$ cat src/rtl/alu_ctrl_pkg.sv
// rtl/alu_ctrl_pkg.sv - shared types and constants for the ALU controller
//
// Purpose : state enumeration, err_code encodings and data width used by
//           alu_ctrl and alu_ctrl_watchdog.
// Ports   : none (package)
package alu_ctrl_pkg;

   localparam int DATA_W = 32;

   localparam logic [1:0] ERR_NONE     = 2'b00;
   localparam logic [1:0] ERR_OVERFLOW = 2'b01;
   localparam logic [1:0] ERR_TIMEOUT  = 2'b10;

   typedef enum logic [3:0] {
      S_IDLE  = 4'd0,
      S_FETCH = 4'd1,
      S_ACK   = 4'd2,
      S_EXEC  = 4'd3,
      S_WAIT  = 4'd4,
      S_WRITE = 4'd5,
      S_WCHK  = 4'd6,
      S_DONE  = 4'd7,
      S_ERROR = 4'd8
   } state_t;

endpackage

$ cat src/rtl/alu_ctrl_watchdog.sv
// rtl/alu_ctrl_watchdog.sv - cycle watchdog bounding the wait for alu_done
//
// Purpose : cleared by load_i, advances once per cycle while count_i is high,
//           and raises expire_o combinationally in the TIMEOUT_CYCLES-th
//           counted cycle so the controller leaves WAIT on that edge.
// Ports   : clk       - system clock
//           reset_n   - asynchronous active-low reset
//           load_i    - restart the count (issued in EXEC)
//           count_i   - count this cycle (high in WAIT)
//           expire_o  - timeout reached in the current counted cycle
module alu_ctrl_watchdog #(
   parameter int unsigned TIMEOUT_CYCLES = 64
) (
   input  logic clk,
   input  logic reset_n,
   input  logic load_i,
   input  logic count_i,
   output logic expire_o
);

   localparam int CNT_W = $clog2(TIMEOUT_CYCLES + 1);

   logic [CNT_W-1:0] cnt_q;
   logic [CNT_W-1:0] cnt_d;

   always_comb begin
      cnt_d = cnt_q;
      if (load_i) begin
         cnt_d = '0;
      end else if (count_i && !expire_o) begin
         cnt_d = cnt_q + 1'b1;
      end
   end

   always_ff @(posedge clk or negedge reset_n) begin
      if (!reset_n) begin
         cnt_q <= '0;
      end else begin
         cnt_q <= cnt_d;
      end
   end

   // cnt_q holds the number of WAIT cycles already elapsed, so the cycle in
   // which it equals TIMEOUT_CYCLES-1 is the last one allowed.
   assign expire_o = count_i && (cnt_q == CNT_W'(TIMEOUT_CYCLES - 1));

endmodule

$ cat src/rtl/alu_ctrl.sv
// rtl/alu_ctrl.sv - sequencer moving instructions from a FIFO through an ALU into a result FIFO
//
// Purpose : on start, repeatedly reads the instruction FIFO, issues each
//           instruction to the ALU, waits for completion and writes the
//           result to the result FIFO until the instruction FIFO reports
//           empty (done) or the result FIFO reports full (error).
// Config  : `define ALU_CTRL_TIMEOUT_EN to bound the wait for alu_done by
//           TIMEOUT_CYCLES (err_code 10); otherwise the wait is unbounded.
// Ports   : clk, reset_n                     - clock, async active-low reset
//           start                            - begin draining (ignored while busy)
//           rd_en_inst/inst_in/rd_ack_inst/rd_err_inst - instruction FIFO
//           alu_start/alu_inst/alu_done/alu_result     - ALU handshake
//           wr_en_result/result_out/wr_err_result      - result FIFO
//           busy, done, err_code, inst_count           - status
module alu_ctrl
   import alu_ctrl_pkg::*;
#(
   parameter int unsigned TIMEOUT_CYCLES = 64
) (
   input  logic              clk,
   input  logic              reset_n,
   input  logic              start,
   output logic              rd_en_inst,
   input  logic [DATA_W-1:0] inst_in,
   input  logic              rd_ack_inst,
   input  logic              rd_err_inst,
   output logic              alu_start,
   output logic [DATA_W-1:0] alu_inst,
   input  logic              alu_done,
   input  logic [DATA_W-1:0] alu_result,
   output logic              wr_en_result,
   output logic [DATA_W-1:0] result_out,
   input  logic              wr_err_result,
   output logic              busy,
   output logic              done,
   output logic [1:0]        err_code,
   output logic [7:0]        inst_count
);

   state_t            state_q, state_d;
   logic [DATA_W-1:0] inst_q, inst_d;
   logic [DATA_W-1:0] res_q, res_d;
   logic [7:0]        cnt_q, cnt_d;
   logic [1:0]        err_q, err_d;
   logic              wd_expire;

`ifdef ALU_CTRL_TIMEOUT_EN
   alu_ctrl_watchdog #(
      .TIMEOUT_CYCLES(TIMEOUT_CYCLES)
   ) u_watchdog (
      .clk      (clk),
      .reset_n  (reset_n),
      .load_i   (state_q == S_EXEC),
      .count_i  (state_q == S_WAIT),
      .expire_o (wd_expire)
   );
`else
   logic unused_timeout_cfg;
   assign unused_timeout_cfg = ^TIMEOUT_CYCLES;
   assign wd_expire          = 1'b0;
`endif

   always_comb begin
      state_d = state_q;
      inst_d  = inst_q;
      res_d   = res_q;
      cnt_d   = cnt_q;
      err_d   = err_q;
      case (state_q)
         S_IDLE: begin
            if (start) begin
               cnt_d   = '0;
               err_d   = ERR_NONE;
               state_d = S_FETCH;
            end
         end
         S_FETCH: state_d = S_ACK;
         S_ACK: begin
            // FIFO answers one cycle after the read strobe; no answer means
            // the FIFO was not ready, so the read is simply retried.
            if (rd_ack_inst) begin
               inst_d  = inst_in;
               state_d = S_EXEC;
            end else if (rd_err_inst) begin
               state_d = S_DONE;
            end else begin
               state_d = S_FETCH;
            end
         end
         S_EXEC: state_d = S_WAIT;
         S_WAIT: begin
            if (alu_done) begin
               res_d   = alu_result;
               state_d = S_WRITE;
            end else if (wd_expire) begin
               err_d   = ERR_TIMEOUT;
               state_d = S_ERROR;
            end
         end
         S_WRITE: state_d = S_WCHK;
         S_WCHK: begin
            if (wr_err_result) begin
               err_d   = ERR_OVERFLOW;
               state_d = S_ERROR;
            end else begin
               if (cnt_q != 8'hFF) begin
                  cnt_d = cnt_q + 8'd1;
               end
               state_d = S_FETCH;
            end
         end
         S_DONE: state_d = S_IDLE;
         S_ERROR: begin
            if (start) begin
               cnt_d   = '0;
               err_d   = ERR_NONE;
               state_d = S_FETCH;
            end
         end
         default: state_d = S_IDLE;
      endcase
   end

   always_ff @(posedge clk or negedge reset_n) begin
      if (!reset_n) begin
         state_q <= S_IDLE;
         inst_q  <= '0;
         res_q   <= '0;
         cnt_q   <= '0;
         err_q   <= ERR_NONE;
      end else begin
         state_q <= state_d;
         inst_q  <= inst_d;
         res_q   <= res_d;
         cnt_q   <= cnt_d;
         err_q   <= err_d;
      end
   end

   // Strobes decode directly from distinct states, so they are mutually
   // exclusive and all low in IDLE (including the cycle after reset).
   assign rd_en_inst   = (state_q == S_FETCH);
   assign alu_start    = (state_q == S_EXEC);
   assign wr_en_result = (state_q == S_WRITE);
   assign done         = (state_q == S_DONE);
   assign busy         = !((state_q == S_IDLE) || (state_q == S_DONE) ||
                           (state_q == S_ERROR));
   assign alu_inst     = inst_q;
   assign result_out   = res_q;
   assign err_code     = err_q;
   assign inst_count   = cnt_q;

endmodule

$ cat config.mk
export PLATFORM = sky130hd
export DESIGN_NAME = alu_ctrl
export DESIGN_NICKNAME = d
export VERILOG_FILES = /design/src/rtl/alu_ctrl_pkg.sv /design/src/rtl/alu_ctrl_watchdog.sv /design/src/rtl/alu_ctrl.sv
export SDC_FILE = /design/constraint.sdc
export NUM_CORES = 1
export LEC_CHECK = 0
export BUFFER_PORTS_ARGS = -buffer_cell sky130_fd_sc_hd__buf_4
export CORE_MARGIN = 5
export CORE_UTILIZATION = 30
export DETAILED_ROUTE_END_ITERATION = 16
export HOLD_SLACK_MARGIN = 0.05
export PLACE_DENSITY = 0.6
export SLEW_MARGIN = 25
export SYNTH_ARGS = -nofsm -noshare
export SYNTH_HDL_FRONTEND = slang
export SYNTH_SLANG_ARGS = --single-unit
$ cat constraint.sdc
create_clock -name clk -period 4.1 [get_ports clk]
set_input_delay 0.615 -clock clk [delete_from_list [all_inputs] [get_ports clk]]
set_output_delay 0.615 -clock clk [all_outputs]
set_load 0.02 [all_outputs]
==> results.tsv <==
stage	metric	value	unit
status	status	completed	
synthesis	cell area after synthesis	0.003327	sq mm
synthesis	Yosys reg bits	77	
grt	Total GRT Usage	0.1213	
power_and_ir_drop	Leak Pwr	0.002363	uW
hold_path	Hold WC Path Type	in2async	
synthesis	Syn Area/Cell	14.34	sq um
final_layout	synth-to-layout area growth	43.06	%
clock_network	Clock Latency Late Sink	0.33	ns
routing	Metal-1 WL	3235	um
placed_design	Buffers on Ports	148	
die	die area	0.01330	sq mm
synthesis	most instantiated cells after synthesis	dfrtp_1 (77), mux2_1 (30), mux2_4 (30), nand3_1 (11)	
final_layout	Antenna diodes	0	
clock_network	H-tree levels	3	
routing	Via-to-Cell Ratio	4.508	
routing	vias	2371	
clock_network	Max clock buf depth	2	
timing	fin crit period	2.229	ns
timing	count of final setup violators	0	
routing	met3 routed WL	579	um
clock_network	Clock transition at path regs	0.08	ns
clock_network	CTS tree	built	
clock_network	clk sinks	77	
synthesis	YS warnings	0	
grt	vias in the first global route	2487	
routing	drt drc	0	
die	Core Region	0.01084	sq mm
synthesis	Synth cell types	40	
timing	fmax	448.6	MHz
synthesis	Synth Net Count	304	
worst_setup_path	critical path class	reg2out	
die	Die Wd	115.3	um
die	chip height	115.3	um
power_and_ir_drop	pwr/cell area	795.2	mW/mm^2
routing	WL final	7952	um
worst_setup_path	crit end category	primary output	
worst_setup_path	required time of the critical path	3.48	ns
synthesis	Top FF cell, synth	dfrtp_1	
routing	max layer used	met4	
die	IO Count	150	
timing	Slew @ Worst Pin	0.6791	ns
synthesis	fraction of registers with async set/reset	1.000	
clock_network	Hold Buf Count CTS	0	
worst_setup_path	Critical Path Fanout Max	16	
clock_network	postcts setup bufs	0	
worst_setup_path	CP Data Arrival Time	1.61	ns
routing	Met2 Wirelength	4022	um
placed_design	hpwl dp	6023	um
routing	Detail Route Antenna Nets	0	
grt	first-pass GRT wire length	12820	um
synthesis	Mapped Cells	232	
grt	initial antenna violation count	0	
clock_network	CTS root buf	clkbuf_8	
final_layout	Nets	453	
routing	Pre-Repair DR Iteration Count	4	
timing	Max transition margin	0.5473	
clock_network	# resized after CTS	0	
synthesis	largest cells by area after synthesis	dfrtp_1 (58%), mux2_4 (14%), mux2_1 (10%)	
placed_design	gpl congestion	0.7503	
final_layout	layout cell share with drive strength beyond 1	0.5259	
worst_setup_path	CP Launch Type	flop	
timing	Layout Skew	0.008834	ns
synthesis	count leader, synth	dfrtp_1	
clock_network	CTS buffer count	9	
routing	wire per inst	15.12	um
power_and_ir_drop	Max IR drop VDD	0.4183	mV
routing	DRT iter0 DRCs	68	
synthesis	sequential fraction of the synthesis area	0.5792	
die	Initial Utilization	0.3069	
die	Site Rows	38	
grt	grt ovf	0	
timing	fin. max-slew vios	0	
grt	largest net degree at the start of global routing	78	
timing	setup TNS	0	ns
job	Max-cap violations	0	
synthesis	EDFF count, synth	0	
timing	final count of hold timing violations	0	
synthesis	share of the synthesized area in the top cell type	0.5792	
timing	setup repair after global routing missed its margin	no	
timing	fin crit share	0.5437	
final_layout	Core Util, Final	0.4391	
synthesis	cell taking the most area after synthesis	dfrtp_1	
layout make-up:
type,count,area (sq um)
sequential,77,1927
clock buffer,11,131.4
clock inverter,5,83.83
inverter,5,18.77
tap,140,175.2
multi-input combinational,139,1301
timing repair buffer,149,1122
fill,1042,6081
layout by cell type (no fill, tap or decap), types with 2 or more instances in the layout:
master,count
bufinv_16,2
mux2_2,4
o311ai_1,2
o21ai_0,5
or3_1,3
nor3_1,4
dfrtp_1,77
mux2_4,30
nand2_1,9
nand3_1,11
mux2_1,30
buf_4,148
clkinvlp_4,2
clkbuf_8,9
inv_1,4
nor2_1,7
o211ai_1,4
clkbuf_1,2
a21oi_1,9
stage by stage:
| stage | hold slack (ns) | cells | setup slack (ns) | total power, uW | area, sq um |
|---|---|---|---|---|---|
| final | 0.3027 | 526 | 1.871 | 3785 | 4760 |
| after global routing | 0.3522 | 526 | 1.656 | 4023 | 4760 |
| after CTS | 0.4502 | 526 | 1.838 | 3861 | 4751 |
| after detailed placement | 0.4832 | 510 | 1.925 | 3216 | 4536 |
| after global placement | 0.4747 | 510 | 1.968 | 3177 | 4536 |
| after floorplan | 0.3194 | 232 | 2.106 | 2420 | 3327 |
path summary, 6_finish.rpt:
check | from | endpoint | slack, ns | cells past startpoint
max | state_q[2]$_DFFE_PN0P_ | busy | 1.87 | 4
max reg2reg | state_q[1]$_DFFE_PN0P_ | alu_inst[18]$_DFFE_PN0P_ | 2.20 | 4
min | reset_n | result_out[1]$_DFFE_PN0P_ | 0.30 | 1
min reg2reg | result_out[3]$_DFFE_PN0P_ | result_out[3]$_DFFE_PN0P_ | 0.49 | 1
max in group asynchronous | reset_n | inst_count[1]$_DFFE_PN0P_ | 3.34 | 1
min in group clk | alu_result[15] | result_out[15]$_DFFE_PN0P_ | 0.49 | 2
worst max-delay path: stages, from the launching register on:
cell	delay (ns)
dfrtp_1	0.66
nand2b_1	0.21
nor2_1	0.18
nor2_1	0.07
buf_4	0.17
layer usage:
layer,vias to the layer above,global-route usage
met5,-,0
met3,11,0.03316
met4,0,0.04304
met2,84,0.2010
met1,1140,0.1523
li1,1136,-
report_power, final:
part           switching (uW)  leakage, uW  internal [uW]
clock network             272     0.000100            346
registers                 252     0.000934           1120
logic                     888      0.00133            911
total                    1410      0.00236           2370
sequential cells by signal, indices dropped and copies added (netlist names):
signal,count
alu_inst,32
err_code,1
inst_count,8
state_q,4
result_out,32
kinds of logic (layout without fill, tap and decap cells):
logic type,count (synthesis),count (layout),synth area share
flip-flops,77,77,0.5792
multiplexers,64,64,0.2505
AND/OR/NAND/NOR,45,45,0.07598
AO/OA/AOI/OAI,28,28,0.05830
buffers and inverters,16,170,0.03121
adder cells (fa/ha/maj),1,1,0.003760
other,1,1,0.001127
Note: power is estimated with default switching activity, not from simulation.
